`src/rtl/jtframe_pkg.sv`:
```
// Shared encodings for the frame reset-request logic: cause codes, FSM states
// and the width of the hold/cool counter.
package jtframe_pkg;

    typedef enum logic [1:0] {
        CAUSE_NONE = 2'd0,
        CAUSE_BTN  = 2'd1,
        CAUSE_OSD  = 2'd2,
        CAUSE_WDOG = 2'd3
    } cause_t;

    typedef enum logic [1:0] {
        ST_IDLE   = 2'd0,
        ST_ASSERT = 2'd1,
        ST_COOL   = 2'd2
    } state_t;

    // Wide enough for both HOLD (<=255) and COOL (<=65535).
    localparam int CNT_W = 16;

endpackage

```
`src/rtl/jtframe_debounce.sv`:
```
// Two-flop synchroniser plus stability counter for an asynchronous button.
// level follows the synchronised input once it has differed for DEB cycles.
module jtframe_debounce #(
    parameter int DEB = 16
) (
    input  logic clk,
    input  logic rst,
    input  logic din,
    output logic level,
    output logic rise
);
    localparam int CW = $clog2(DEB) + 1;

    logic          sync1_q, sync1_d;
    logic          sync2_q, sync2_d;
    logic [CW-1:0] cnt_q, cnt_d;
    logic          level_q, level_d;
    logic          rise_q, rise_d;

    always_comb begin
        sync1_d = din;
        sync2_d = sync1_q;
        cnt_d   = '0;
        level_d = level_q;
        rise_d  = 1'b0;
        // Counting only while the input disagrees; any return to agreement restarts it.
        if (sync2_q != level_q) begin
            if (cnt_q == CW'(DEB - 1)) begin
                level_d = sync2_q;
                rise_d  = sync2_q;
            end else begin
                cnt_d = cnt_q + CW'(1);
            end
        end
    end

    always_ff @(posedge clk) begin
        if (rst) begin
            sync1_q <= 1'b0;
            sync2_q <= 1'b0;
            cnt_q   <= '0;
            level_q <= 1'b0;
            rise_q  <= 1'b0;
        end else begin
            sync1_q <= sync1_d;
            sync2_q <= sync2_d;
            cnt_q   <= cnt_d;
            level_q <= level_d;
            rise_q  <= rise_d;
        end
    end

    assign level = level_q;
    assign rise  = rise_q;

endmodule

```
`src/rtl/jtframe_rstreq.sv`:
```
// Merges button, OSD and watchdog reset sources into one stretched,
// rate-limited rst_req pulse and remembers which source caused it.
module jtframe_rstreq
    import jtframe_pkg::*;
#(
    parameter int DEB  = 16,
    parameter int WDW  = 20,
    parameter int HOLD = 8,
    parameter int COOL = 64
) (
    input  logic       clk,
    input  logic       rst,
    input  logic       btn_rst,
    input  logic       osd_rst,
    input  logic       wdog_en,
    input  logic       wdog_kick,
    input  logic       downloading,
    output logic       rst_req,
    output logic       busy,
    output logic [1:0] cause
);
    logic             btn_level;
    logic             btn_ev;
    logic             osd_prev_q, osd_prev_d;
    logic             osd_ev;
    logic [WDW-1:0]   wd_q, wd_d;
    logic             wd_run;
    logic             wd_ev;
    state_t           state_q, state_d;
    logic [CNT_W-1:0] cnt_q, cnt_d;
    cause_t           cause_q, cause_d;
    logic             rst_req_q, rst_req_d;
    logic             busy_q, busy_d;

    jtframe_debounce #(.DEB(DEB)) u_btn (
        .clk   (clk),
        .rst   (rst),
        .din   (btn_rst),
        .level (btn_level),
        .rise  (btn_ev)
    );

    assign osd_prev_d = osd_rst;
    assign osd_ev     = osd_rst & ~osd_prev_q;

    // A kick in the terminal-count cycle suppresses the trip because it stops wd_run.
    assign wd_run = wdog_en & ~downloading & ~wdog_kick & (state_q == ST_IDLE);
    assign wd_ev  = wd_run & (&wd_q);
    assign wd_d   = (!wd_run || (&wd_q)) ? '0 : wd_q + WDW'(1);

    always_comb begin
        state_d   = state_q;
        cnt_d     = cnt_q;
        cause_d   = cause_q;
        rst_req_d = rst_req_q;
        busy_d    = busy_q;
        case (state_q)
            ST_IDLE: begin
                if (btn_ev || osd_ev || wd_ev) begin
                    state_d   = ST_ASSERT;
                    cnt_d     = '0;
                    rst_req_d = 1'b1;
                    busy_d    = 1'b1;
                    cause_d   = btn_ev ? CAUSE_BTN : (osd_ev ? CAUSE_OSD : CAUSE_WDOG);
                end
            end
            ST_ASSERT: begin
                if (cnt_q == CNT_W'(HOLD - 1)) begin
                    cnt_d     = '0;
                    rst_req_d = 1'b0;
                    if (COOL == 0) begin
                        state_d = ST_IDLE;
                        busy_d  = 1'b0;
                    end else begin
                        state_d = ST_COOL;
                    end
                end else begin
                    cnt_d = cnt_q + CNT_W'(1);
                end
            end
            ST_COOL: begin
                if (cnt_q == CNT_W'(COOL - 1)) begin
                    state_d = ST_IDLE;
                    cnt_d   = '0;
                    busy_d  = 1'b0;
                end else begin
                    cnt_d = cnt_q + CNT_W'(1);
                end
            end
            default: begin
                state_d   = ST_IDLE;
                cnt_d     = '0;
                rst_req_d = 1'b0;
                busy_d    = 1'b0;
            end
        endcase
    end

    always_ff @(posedge clk) begin
        if (rst) begin
            osd_prev_q <= 1'b0;
            wd_q       <= '0;
            state_q    <= ST_IDLE;
            cnt_q      <= '0;
            cause_q    <= CAUSE_NONE;
            rst_req_q  <= 1'b0;
            busy_q     <= 1'b0;
        end else begin
            osd_prev_q <= osd_prev_d;
            wd_q       <= wd_d;
            state_q    <= state_d;
            cnt_q      <= cnt_d;
            cause_q    <= cause_d;
            rst_req_q  <= rst_req_d;
            busy_q     <= busy_d;
        end
    end

    assign rst_req = rst_req_q;
    assign busy    = busy_q;
    assign cause   = cause_q;

    logic unused_level;
    assign unused_level = btn_level;

endmodule

```
`config.mk`:
```
export PLATFORM = sky130hd
export DESIGN_NAME = jtframe_rstreq
export DESIGN_NICKNAME = d
export VERILOG_FILES = /design/src/rtl/jtframe_pkg.sv /design/src/rtl/jtframe_debounce.sv /design/src/rtl/jtframe_rstreq.sv
export SDC_FILE = /design/constraint.sdc
export NUM_CORES = 1
export LEC_CHECK = 0
export CAP_MARGIN = 15
export CORE_UTILIZATION = 30
export DETAILED_ROUTE_END_ITERATION = 8
export HOLD_SLACK_MARGIN = 0.1
export MAX_ROUTING_LAYER = met4
export SETUP_SLACK_MARGIN = 0.3
export SYNTH_ARGS = -nofsm -noshare
export SYNTH_HDL_FRONTEND = slang
export SYNTH_SLANG_ARGS = --single-unit
```
`constraint.sdc`:
```
create_clock -name clk -period 3.9 [get_ports clk]
set_input_delay 0.78 -clock clk [delete_from_list [all_inputs] [get_ports clk]]
set_output_delay 0.78 -clock clk [all_outputs]
set_load 0.02 [all_outputs]
```
-- Word-level counts from Yosys, hierarchy flattened
Index checks and enable logic that the tools add are counted.
- memories: 0
- bits in read-only memories: 0
- input bits: 7
- output and inout port bits: 4
- bits in registers: 52
- memory bits (writable): 0
- logic and storage cells: 65
- latch bits: 0
- magnitude comparators: 0
- multiplexer cells: 15
- shift-type cells: 0
- $add $sub $neg: 3
- reduce and logical (&&, ||, !) cells: 14
- divide/modulo/power cells: 0
- bitwise logic cells: 12
- eq/ne operators: 9
- multiply operators: 0
- operators by type and width (kind ; count):
    16-bit two-way mux ; 3
    16-bit case mux with 3 select lines ; 1
    20-bit by 1-bit adder with 20-bit output, second input constant ; 1
    20-bit AND reduction ; 1
    16-bit by 1-bit adder with 16-bit output, second input constant ; 1
    16-bit by 3-bit equality test with 1-bit output, second input constant ; 1
    16-bit by 6-bit equality test with 1-bit output, second input constant ; 1
    3-bit AND reduction ; 3
    2-bit two-way mux ; 4
    1-bit inverter ; 7
    1-bit case mux with 3 select lines ; 2
    2-bit case mux with 3 select lines ; 1
    3-bit OR reduction ; 2
    5-bit by 1-bit adder with 5-bit output, second input constant ; 1
    1-bit AND ; 5
    5-bit by 4-bit equality test with 1-bit output, second input constant ; 1
    1-bit two-way mux ; 4
    2-bit != test, second input constant ; 2
    2-bit AND reduction ; 2
    1-bit logical OR ; 3
    2-bit by 1-bit equality test with 1-bit output, second input constant ; 1
    2-bit equality test, second input constant ; 1
    2-bit logical NOT ; 1
    2-bit by 1-bit != test with 1-bit output, second input constant ; 1
    other kinds (3) ; 3

-- Longest topological paths before layout
Gate-level depths: netlist (run 1).
- depth after elaboration: 8
- depth in mapped cells: 8
- mapped depth without buffers: 7

-- Cells and area by module
Synthesis (run 1) repeated with hierarchy kept, for this count alone.
- cells, all modules: 268
- area, all modules: 2401.1 sq um
- modules (own cells, without submodules) (module ; times used ; area an instance (sq um) ; sequential area each (sq um) ; cells an instance):
    jtframe_rstreq ; 1 ; 2082.0 ; 860.8 ; 239
    jtframe_debounce ; 1 ; 319.1 ; 180.2 ; 29

-- Least setup slack after synthesis (run 1)
OpenSTA, ideal clock, no wires.
- path type: input to register
- start point: input port rst
- end point: register cnt_q[8]
- arrival: 2063 ps
- setup time: 117 ps
- required time: 3783 ps
- setup slack: 1720 ps
- stages: 7
- path buffers: 2
- cell sequence: clkbuf_1 > nor2b_1 > and2_1 > a32oi_2 > buf_2 > o22ai_1 > a22o_1
- RTL lines (item ; RTL line ; text):
    start: declaration ; jtframe_rstreq.sv:12 ; input logic rst,
    end signal: assignment ; jtframe_rstreq.sv:112 ; cnt_q <= cnt_d;
    end: declaration ; jtframe_rstreq.sv:30 ; logic [CNT_W-1:0] cnt_q, cnt_d;

-- Worst setup path in the final report (run 1)
- start point: input port wdog_en
- end point: register cnt_q[7]
- cells in the longest elaborated chain, start to end: 6
- ends and longest elaborated chain (item ; RTL line ; text):
    start: declaration ; jtframe_rstreq.sv:15 ; input logic wdog_en,
    1-bit AND (3 in series) ; jtframe_rstreq.sv:47 ; assign wd_run = wdog_en & ~downloading & ~wdog_kick & (state_q == ST_IDLE);
    1-bit AND ; jtframe_rstreq.sv:48 ; assign wd_ev = wd_run & (&wd_q);
    1-bit logical OR ; jtframe_rstreq.sv:59 ; if (btn_ev || osd_ev || wd_ev) begin
    2-bit by 1-bit != test with 1-bit output (no source line) ; - ;
Every way passes these cells.
A chain may end at the register's enable or synchronous reset.

==> reports/results.tsv, run 1 <==
metric	value	unit
slew_viol_final	0	
synth_edf_count	0	
synth_most_common_cell	dfxtp_1	
crit_type	input pin to register	
crit_path_start_kind	input pin	
antenna_found_initial	0	
hold_viol_final	0	
grt_pass1_wl	8310	um
synth_common_cells	52 x dfxtp_1, 32 x nor2_1, 15 x inv_1, 14 x nand2_1, 14 x nand3_1	
tns	0	ps
synthFlopType	dfxtp_1	
root_buffer	clkbuf_8	
gp_congestion	0.789	
ys_types	46	
synth_warnings	0	
rr_endpoint	cnt_q[7]$_SDFFE_PP0P_	
r2r_slack	1240	ps
clk_latency	310	ps
status	finished clean	
cts_buffers	5	
worst_pin_slew	810	ps
grt-ovfl-total	0	
post_cts_buffers	0	
synthCells	277	
fmax	357	MHz
drive_above_1_share	5.21	%
nFillCells	829	
finalClockSkew	6.11	ps
finalCritPeriodShare	71.9	%
hp-class	register to register	
diodes	0	
reg2reg_from	cnt_q[0]$_SDFFE_PP0P_	
initial_core_util	31.4	%
tritoncts	yes	
whs_endpoint	wd_q[0]$_SDFF_PP0_	
fp.coreArea	0.00785	mm2
dieArea	0.00857	mm2
regArea	0.00104	mm2
layout_setup_ws	1100	ps
drt_pass1_iterations	4	
yosysTopAreaCell	dfxtp_1	
setup_viol	0	
grt_usage	12.3	%
crit_fanout	11	
post_drt_wl_per_cell	12.5	um
powerDensity	451	mW/mm2
dr_total_vias	1994	
grt_pass1_vias	1876	
cts_buffer_depth	2	
die_w	92.6	um
io-pin-count	11	
whs_path_depth	1	
via_per_inst	5.11	
ys_seq_elements	52	
peakVddDrop	0.269	mV
place_hpwl	3470	um
crit_required	4150	ps
synth.area.top_cells	dfxtp_1 42%, nor2_1 4.9%, xnor2_1 4.3%, ha_1 3.6%, xor2_1 3.2%	
async_reset_ff_share	0	%
end_kind	register	
hp-start	wd_q[0]$_SDFF_PP0_	
die_h	92.6	um
areaGrowthSynthToFinish	12.6	%
post-place-ws	848	ps
power.leakage	0.906	nW
drc	0	
post_cts_resized	0	
layout.nets	301	
htreeDepth	2	
grt_max_degree	27	
rsz0062_at_grt	false	
path_clk_slew	90	ps
syn_area	0.00246	mm2
numPortBuffers	10	
ys_seq_area_share	42.3	%
rows	32	
placedCellCount	382	
drt-initial-drc-count	105	
cts_hold_buf	0	
min_period	2800	ps
syn_area_per_cell	8.88	um2
syn_nets	291	
finalNonFillerCells	390	
maxCapViolCount	0	
clkSinkCount	52	
r2r_cells	6	
synth_top_area_share	42.3	%
max_slew_margin	45.8	%
multiInputGateArea	0.00132	mm2
cp_data_arrival_time	3050	ps
wl	4880	um
final_antenna_net_count	0	
-- flip-flops by register name (all words and copies together) (netlist names) --
signal / count
wd_q: 20
cnt_q: 16
u_btn.cnt_q: 5
cause: 2
state_q: 2
busy: 1
osd_prev_q: 1
rst_req: 1
u_btn.level: 1
u_btn.rise: 1
u_btn.sync1_q: 1
u_btn.sync2_q: 1
-- layer usage --
layer / vias to the layer above / GRT usage, % / wire, um
met3: 2 / 2.46 / 171
met4: 0 / 3.13 / 12
met5: - / - / 0
met1: 937 / 14.6 / 2340
li1: 1022 / - / -
met2: 33 / 21.2 / 2350
-- cell families (layout without fill, tap and decap cells) --
family	Yosys count	in the layout	share of synthesized area, %
AO/OA/AOI/OAI	53	53	16.1
AND/OR/NAND/NOR	120	120	26.0
multiplexers	1	1	0.407
adder cells (fa/ha/maj)	7	7	3.56
flip-flops	52	52	42.3
buffers and inverters	23	34	4.12
XOR/XNOR	21	21	7.47
-- stage by stage --
stage / power, mW / util (%) / hold slack, ps / cell area (um2)
floorplan: 0.807 / - / 413 / 2460
global placement: 0.871 / 33.8 / 420 / 2650
detailed placement: 0.874 / 33.8 / 431 / 2650
CTS: 1.27 / 35.3 / 445 / 2770
global route: 1.32 / 35.3 / 476 / 2770
finish: 1.25 / 35.3 / 440 / 2770
-- critical path: stages --
cell and delay [ps]:
clkdlybuf4s50_1 490, nor4bb_1 370, nand3_1 250, o21a_1 280, nor2_1 640, a22o_1 230
-- layout by cell type, fill, tap and decap left out, types with 10 or more instances in the layout --
cell and instances:
nor2b_1 10, xnor2_1 12, inv_1 15, nand2_1 14, nand3_1 14, dfxtp_1 52, nand4_1 11, clkdlybuf4s50_1 10
nor2_1 32
-- power breakdown --
group | leakage, nW | switching (mW) | total (mW) | internal, mW
logic | 0.425 | 0.178 | 0.288 | 0.110
registers | 0.421 | 0.0172 | 0.573 | 0.556
clock network | 0.0607 | 0.189 | 0.387 | 0.198
-- worst max path at each step --
| stage | startpoint | slack (ps) | to |
|---|---|---|---|
| floorplan | rst | 1720 | cnt_q[8]$_SDFFE_PP0P_ |
| global placement | wdog_en | 870 | cnt_q[5]$_SDFFE_PP0P_ |
| detailed placement | wdog_en | 850 | cnt_q[2]$_SDFFE_PP0P_ |
| CTS | wdog_en | 1160 | cnt_q[7]$_SDFFE_PP0P_ |
| global route | wdog_en | 980 | cnt_q[7]$_SDFFE_PP0P_ |
| finish | wdog_en | 1100 | cnt_q[7]$_SDFFE_PP0P_ |
-- cell type report --
type | count | share of cell area (%)
Multi-Input combinational cell | 202 | 47.6
Sequential cell | 52 | 37.6
Tap cell | 102 | 4.61
Timing Repair Buffer | 11 | 3.88
Clock buffer | 5 | 2.48
Inverter | 15 | 2.03
Clock inverter | 3 | 1.81
Power figures use the tool's default switching activity.
==> run 2: changes to the inputs <==
clock period = 2.3 ns   (was 3.9 ns; I/O delays follow)
==> reports/results.tsv, run 2 (synthesis results as in run 1) <==
metric	value	unit
status	finished clean	
hp-class	register to register	
rr_endpoint	cnt_q[1]$_SDFFE_PP0P_	
drc	0	
dieArea	0.00857	mm2
crit_required	2500	ps
htreeDepth	2	
crit_path_start_kind	register	
multiInputGateArea	0.00140	mm2
finalClockSkew	6.92	ps
whs_path_depth	1	
numPortBuffers	10	
grt-ovfl-total	0	
powerDensity	737	mW/mm2
wl	5240	um
top_register	wd_q	
nFillCells	820	
hp-start	u_btn.sync1_q$_SDFF_PP0_	
die_h	92.6	um
min_period	1940	ps
slew_viol_final	0	
antenna_found_initial	0	
drt-initial-drc-count	73	
reg2reg_from	cnt_q[10]$_SDFFE_PP0P_	
grt_pass1_wl	8510	um
hold_viol_final	0	
diodes	0	
grt_pass1_vias	1799	
cts_hold_buf	0	
grt_usage	12.5	%
whs	442	ps
whs_endpoint	u_btn.sync2_q$_SDFF_PP0_	
rsz0062_at_grt	true	
clkSinkCount	52	
power.leakage	1.05	nW
cts_buffers	5	
reg_top3	wd_q: 20 flops, cnt_q: 16 flops, u_btn.cnt_q: 5 flops	
worst_pin_slew	402	ps
utilization	38.9	%
die_w	92.6	um
final_antenna_net_count	0	
grt_max_degree	27	
initial_core_util	31.4	%
io-pin-count	11	
peakVddDrop	0.376	mV
dr_total_vias	2085	
post_drt_wl_per_cell	12.7	um
maxCapViolCount	0	
drive_above_1_share	18.4	%
setup_viol	0	
finalCritPeriodShare	84.5	%
final_common_cell	dfxtp_1	
drt_pass1_iterations	4	
areaGrowthSynthToFinish	23.9	%
tritoncts	yes	
fmax	514	MHz
regArea	0.00105	mm2
clk_latency	310	ps
crit_type	register to register	
max_slew_margin	73.0	%
r2r_slack	360	ps
path_clk_slew	100	ps
final_cell_mix	45 x dfxtp_1, 31 x nor2_1, 19 x buf_4	
root_buffer	clkbuf_8	
place_hpwl	3470	um
cts_buffer_depth	2	
r2r_cells	7	
end_kind	register	
largest_reg_flops	20	
cp_data_arrival_time	2140	ps
layout.nets	324	
gp_congestion	0.838	
via_per_inst	5.06	
rows	32	
crit_fanout	11	
fp.coreArea	0.00785	mm2
## run 2: changes by cell type in the layout (fill, tap and decap cells not counted), sizes merged
cell,delta
buf,+22
inv,-1
clkbuf,+1
clkdlybuf4s50,-1
bufinv,-1
dlymetal6s2s,+1
clkinvlp,+1
## run 2: worst max-delay path, stage by stage, from the launching register on
cell	delay, ps
dfxtp_1	370
nor4_2	350
nand4_1	240
a32oi_2	320
buf_4	180
nor2_2	40
buf_6	150
a32o_1	200
## run 2: area by class of cell
class,instances,area share (%)
clock inverters,2,0.533
flip-flops and latches,52,34.6
well taps,102,4.18
inverters,15,1.85
multi-input cells,202,46.0
repair buffers,34,10.6
clock buffers,5,2.26
## run 2: per-layer routing
layer / share of wire, % / wire length (um) / vias to the layer above / track usage (%)
li1: - / - / 1064 / -
met5: 0 / 0 / - / -
met1: 47 / 2490 / 983 / 16.2
met4: 0.92 / 48 / 0 / 4.30
met3: 3.2 / 169 / 4 / 2.38
met2: 48 / 2540 / 34 / 19.4
## run 2: worst max-delay path by stage
stage / start / end / slack [ps] / cells after the start
after floorplan: wd_q[0]$_SDFF_PP0_ / cnt_q[8]$_SDFFE_PP0P_ / 330 / 7
after global placement: wdog_en / cnt_q[8]$_SDFFE_PP0P_ / -40 / 7
after detailed placement: wdog_en / cnt_q[9]$_SDFFE_PP0P_ / -100 / 7
after CTS: wd_q[5]$_SDFF_PP0_ / cnt_q[9]$_SDFFE_PP0P_ / 300 / 6
after global routing: wd_q[0]$_SDFF_PP0_ / cnt_q[2]$_SDFFE_PP0P_ / 270 / 7
final: cnt_q[10]$_SDFFE_PP0P_ / cnt_q[1]$_SDFFE_PP0P_ / 360 / 7
## run 2: metrics by stage
step / setup TNS (ps) / power [mW] / std cells / area [um2] / setup slack (ps)
6_report: 0 / 2.25 / 412 / 3050 / 356
5_1_grt: 0 / 2.38 / 412 / 3050 / 275
4_1_cts: 0 / 2.09 / 400 / 2870 / 296
3_5_place_dp: -1300 / 1.56 / 392 / 2740 / -99.4
3_3_place_gp: -247 / 1.56 / 392 / 2740 / -39.8
2_1_floorplan: 0 / 1.37 / 277 / 2460 / 330
## run 2: timing repair
item                       4_1_cts  5_1_grt
buffers inserted                 1       11
cloned                           0        1
setup endpoints to repair       21       41
gates resized for setup          6       23
pin swaps                        2       16
## run 2: where the power goes
part	switching, mW	internal, mW
Sequential	0.0298	0.941
Combinational	0.379	0.378
Clock	0.309	0.213
==> run 3: changes to the inputs <==
clock period = 1.65 ns   (was 2.3 ns; I/O delays follow)
==> reports/results.tsv, run 3 (synthesis results as in run 1) <==
metric	value	unit
met1_usage	17.8	%
htreeDepth	2	
multiInputGateArea	0.00154	mm2
cts_hold_buf	0	
r2r_cells	7	
drt_pass1_iterations	4	
hp-class	register to register	
tritoncts	yes	
die_h	92.6	um
path_clk_slew	90	ps
status	complete, but fails checks	
tns	-5740	ps
drt-initial-drc-count	89	
grt_pass1_wl	10400	um
dieArea	0.00857	mm2
max_slew_margin	79.1	%
regArea	0.00106	mm2
numPortBuffers	10	
place_hpwl	4260	um
final_cell_mix	69 x buf_4, 40 x dfxtp_1, 23 x nor2_1	
clkSinkCount	52	
whs_path_depth	1	
drc	0	
use_met2	27.2	%
grt_usage	15.6	%
nFillCells	763	
rows	32	
gr-max-usage-layer	met2	
postPlaceCellArea	0.00324	mm2
initial_core_util	31.4	%
crit_fanout	16	
areaGrowthSynthToFinish	49.2	%
layout_setup_ws	-206	ps
fp.coreArea	0.00785	mm2
powerDensity	995	mW/mm2
final_antenna_net_count	0	
slew_viol_final	0	
end_kind	register	
crit_path_start_kind	register	
drive_above_1_share	39.8	%
violations	negative setup slack	
setup_viol	42	
hold_viol_final	0	
cts_buffers	5	
min_period	1860	ps
finish.instance_area	0.00367	mm2
final_common_cell	buf_4	
reg_top3	wd_q: 20 flops, cnt_q: 16 flops, u_btn.cnt_q: 5 flops	
grt_pass1_vias	2304	
maxCapViolCount	0	
post_drt_wl_per_cell	13.7	um
use_met3	3.04	%
power.leakage	1.40	nW
cts_buffer_depth	2	
crit_type	register to register	
gp_congestion	0.795	
finalClockSkew	10.5	ps
wl	6420	um
worst_pin_slew	312	ps
die_w	92.6	um
peakVddDrop	0.472	mV
antenna_found_initial	0	
rsz0062_at_grt	true	
via_per_inst	5.02	
io-pin-count	11	
grt_max_degree	27	
top_register	wd_q	
cp_data_arrival_time	2070	ps
diodes	0	
clk_latency	320	ps
layout.nets	380	
finalCritPeriodShare	112	%
post-place-ws	-491	ps
dr_total_vias	2355	
root_buffer	clkbuf_8	
largest_reg_flops	20	
grt-ovfl-total	0	
crit_required	1860	ps
fmax	539	MHz
==> run 3: cell type report <==
type	instances	area share, %
inverters	15	1.53
multi-input cells	202	42.0
clock inverters	1	0.818
repair buffers	90	20.8
flip-flops and latches	52	28.8
well taps	102	3.48
clock buffers	7	2.62
==> run 3: worst max-delay path, stage by stage (launching register included) <==
cell,delay [ps]
dfxtp_2,360
ha_4,130
nand4_1,120
or4_4,480
o21ai_4,170
buf_12,170
o22ai_1,90
a22o_1,230
==> run 3: what timing repair did <==
action                                  CTS  global route
cloned                                    1             2
endpoints found under the setup margin   51            51
gates resized for setup                  31            25
setup buffers                             7             4
pin swaps                                13            14
==> run 3: routing by layer <==
layer	up-vias	part of all wire (%)
li1	1180	-
met1	1119	45
met2	44	50
met3	12	3.7
met4	0	1.3
met5	-	0
==> run 3: report_power, final <==
| part | switching (mW) | total [mW] | leakage (nW) | internal, mW |
|---|---|---|---|---|
| combinational | 0.641 | 1.32 | 0.908 | 0.679 |
| clock | 0.434 | 0.970 | 0.0645 | 0.536 |
| sequential | 0.0405 | 1.36 | 0.426 | 1.32 |
| total | 1.12 | 3.65 | 1.40 | 2.54 |
==> run 3: final timing paths <==
path                            startpoint                       end  slack (ps)
hold / removal    u_btn.sync1_q$_SDFF_PP0_  u_btn.sync2_q$_SDFF_PP0_         450
setup reg to reg        wd_q[1]$_SDFF_PP0_    cnt_q[12]$_SDFFE_PP0P_        -210
setup / recovery        wd_q[1]$_SDFF_PP0_    cnt_q[12]$_SDFFE_PP0P_        -210
hold reg to reg   u_btn.sync1_q$_SDFF_PP0_  u_btn.sync2_q$_SDFF_PP0_         450
==> run 3: metrics by stage <==
stage / power, mW / cells / hold slack [ps] / utilization [%]
3_5_place_dp: 2.41 / 447 / 428 / 41.3
4_1_cts: 3.51 / 463 / 450 / 45.2
5_1_grt: 3.81 / 469 / 475 / 46.8
3_3_place_gp: 2.40 / 447 / 424 / 41.3
6_report: 3.65 / 469 / 447 / 46.8
2_1_floorplan: 1.97 / 277 / 414 / -
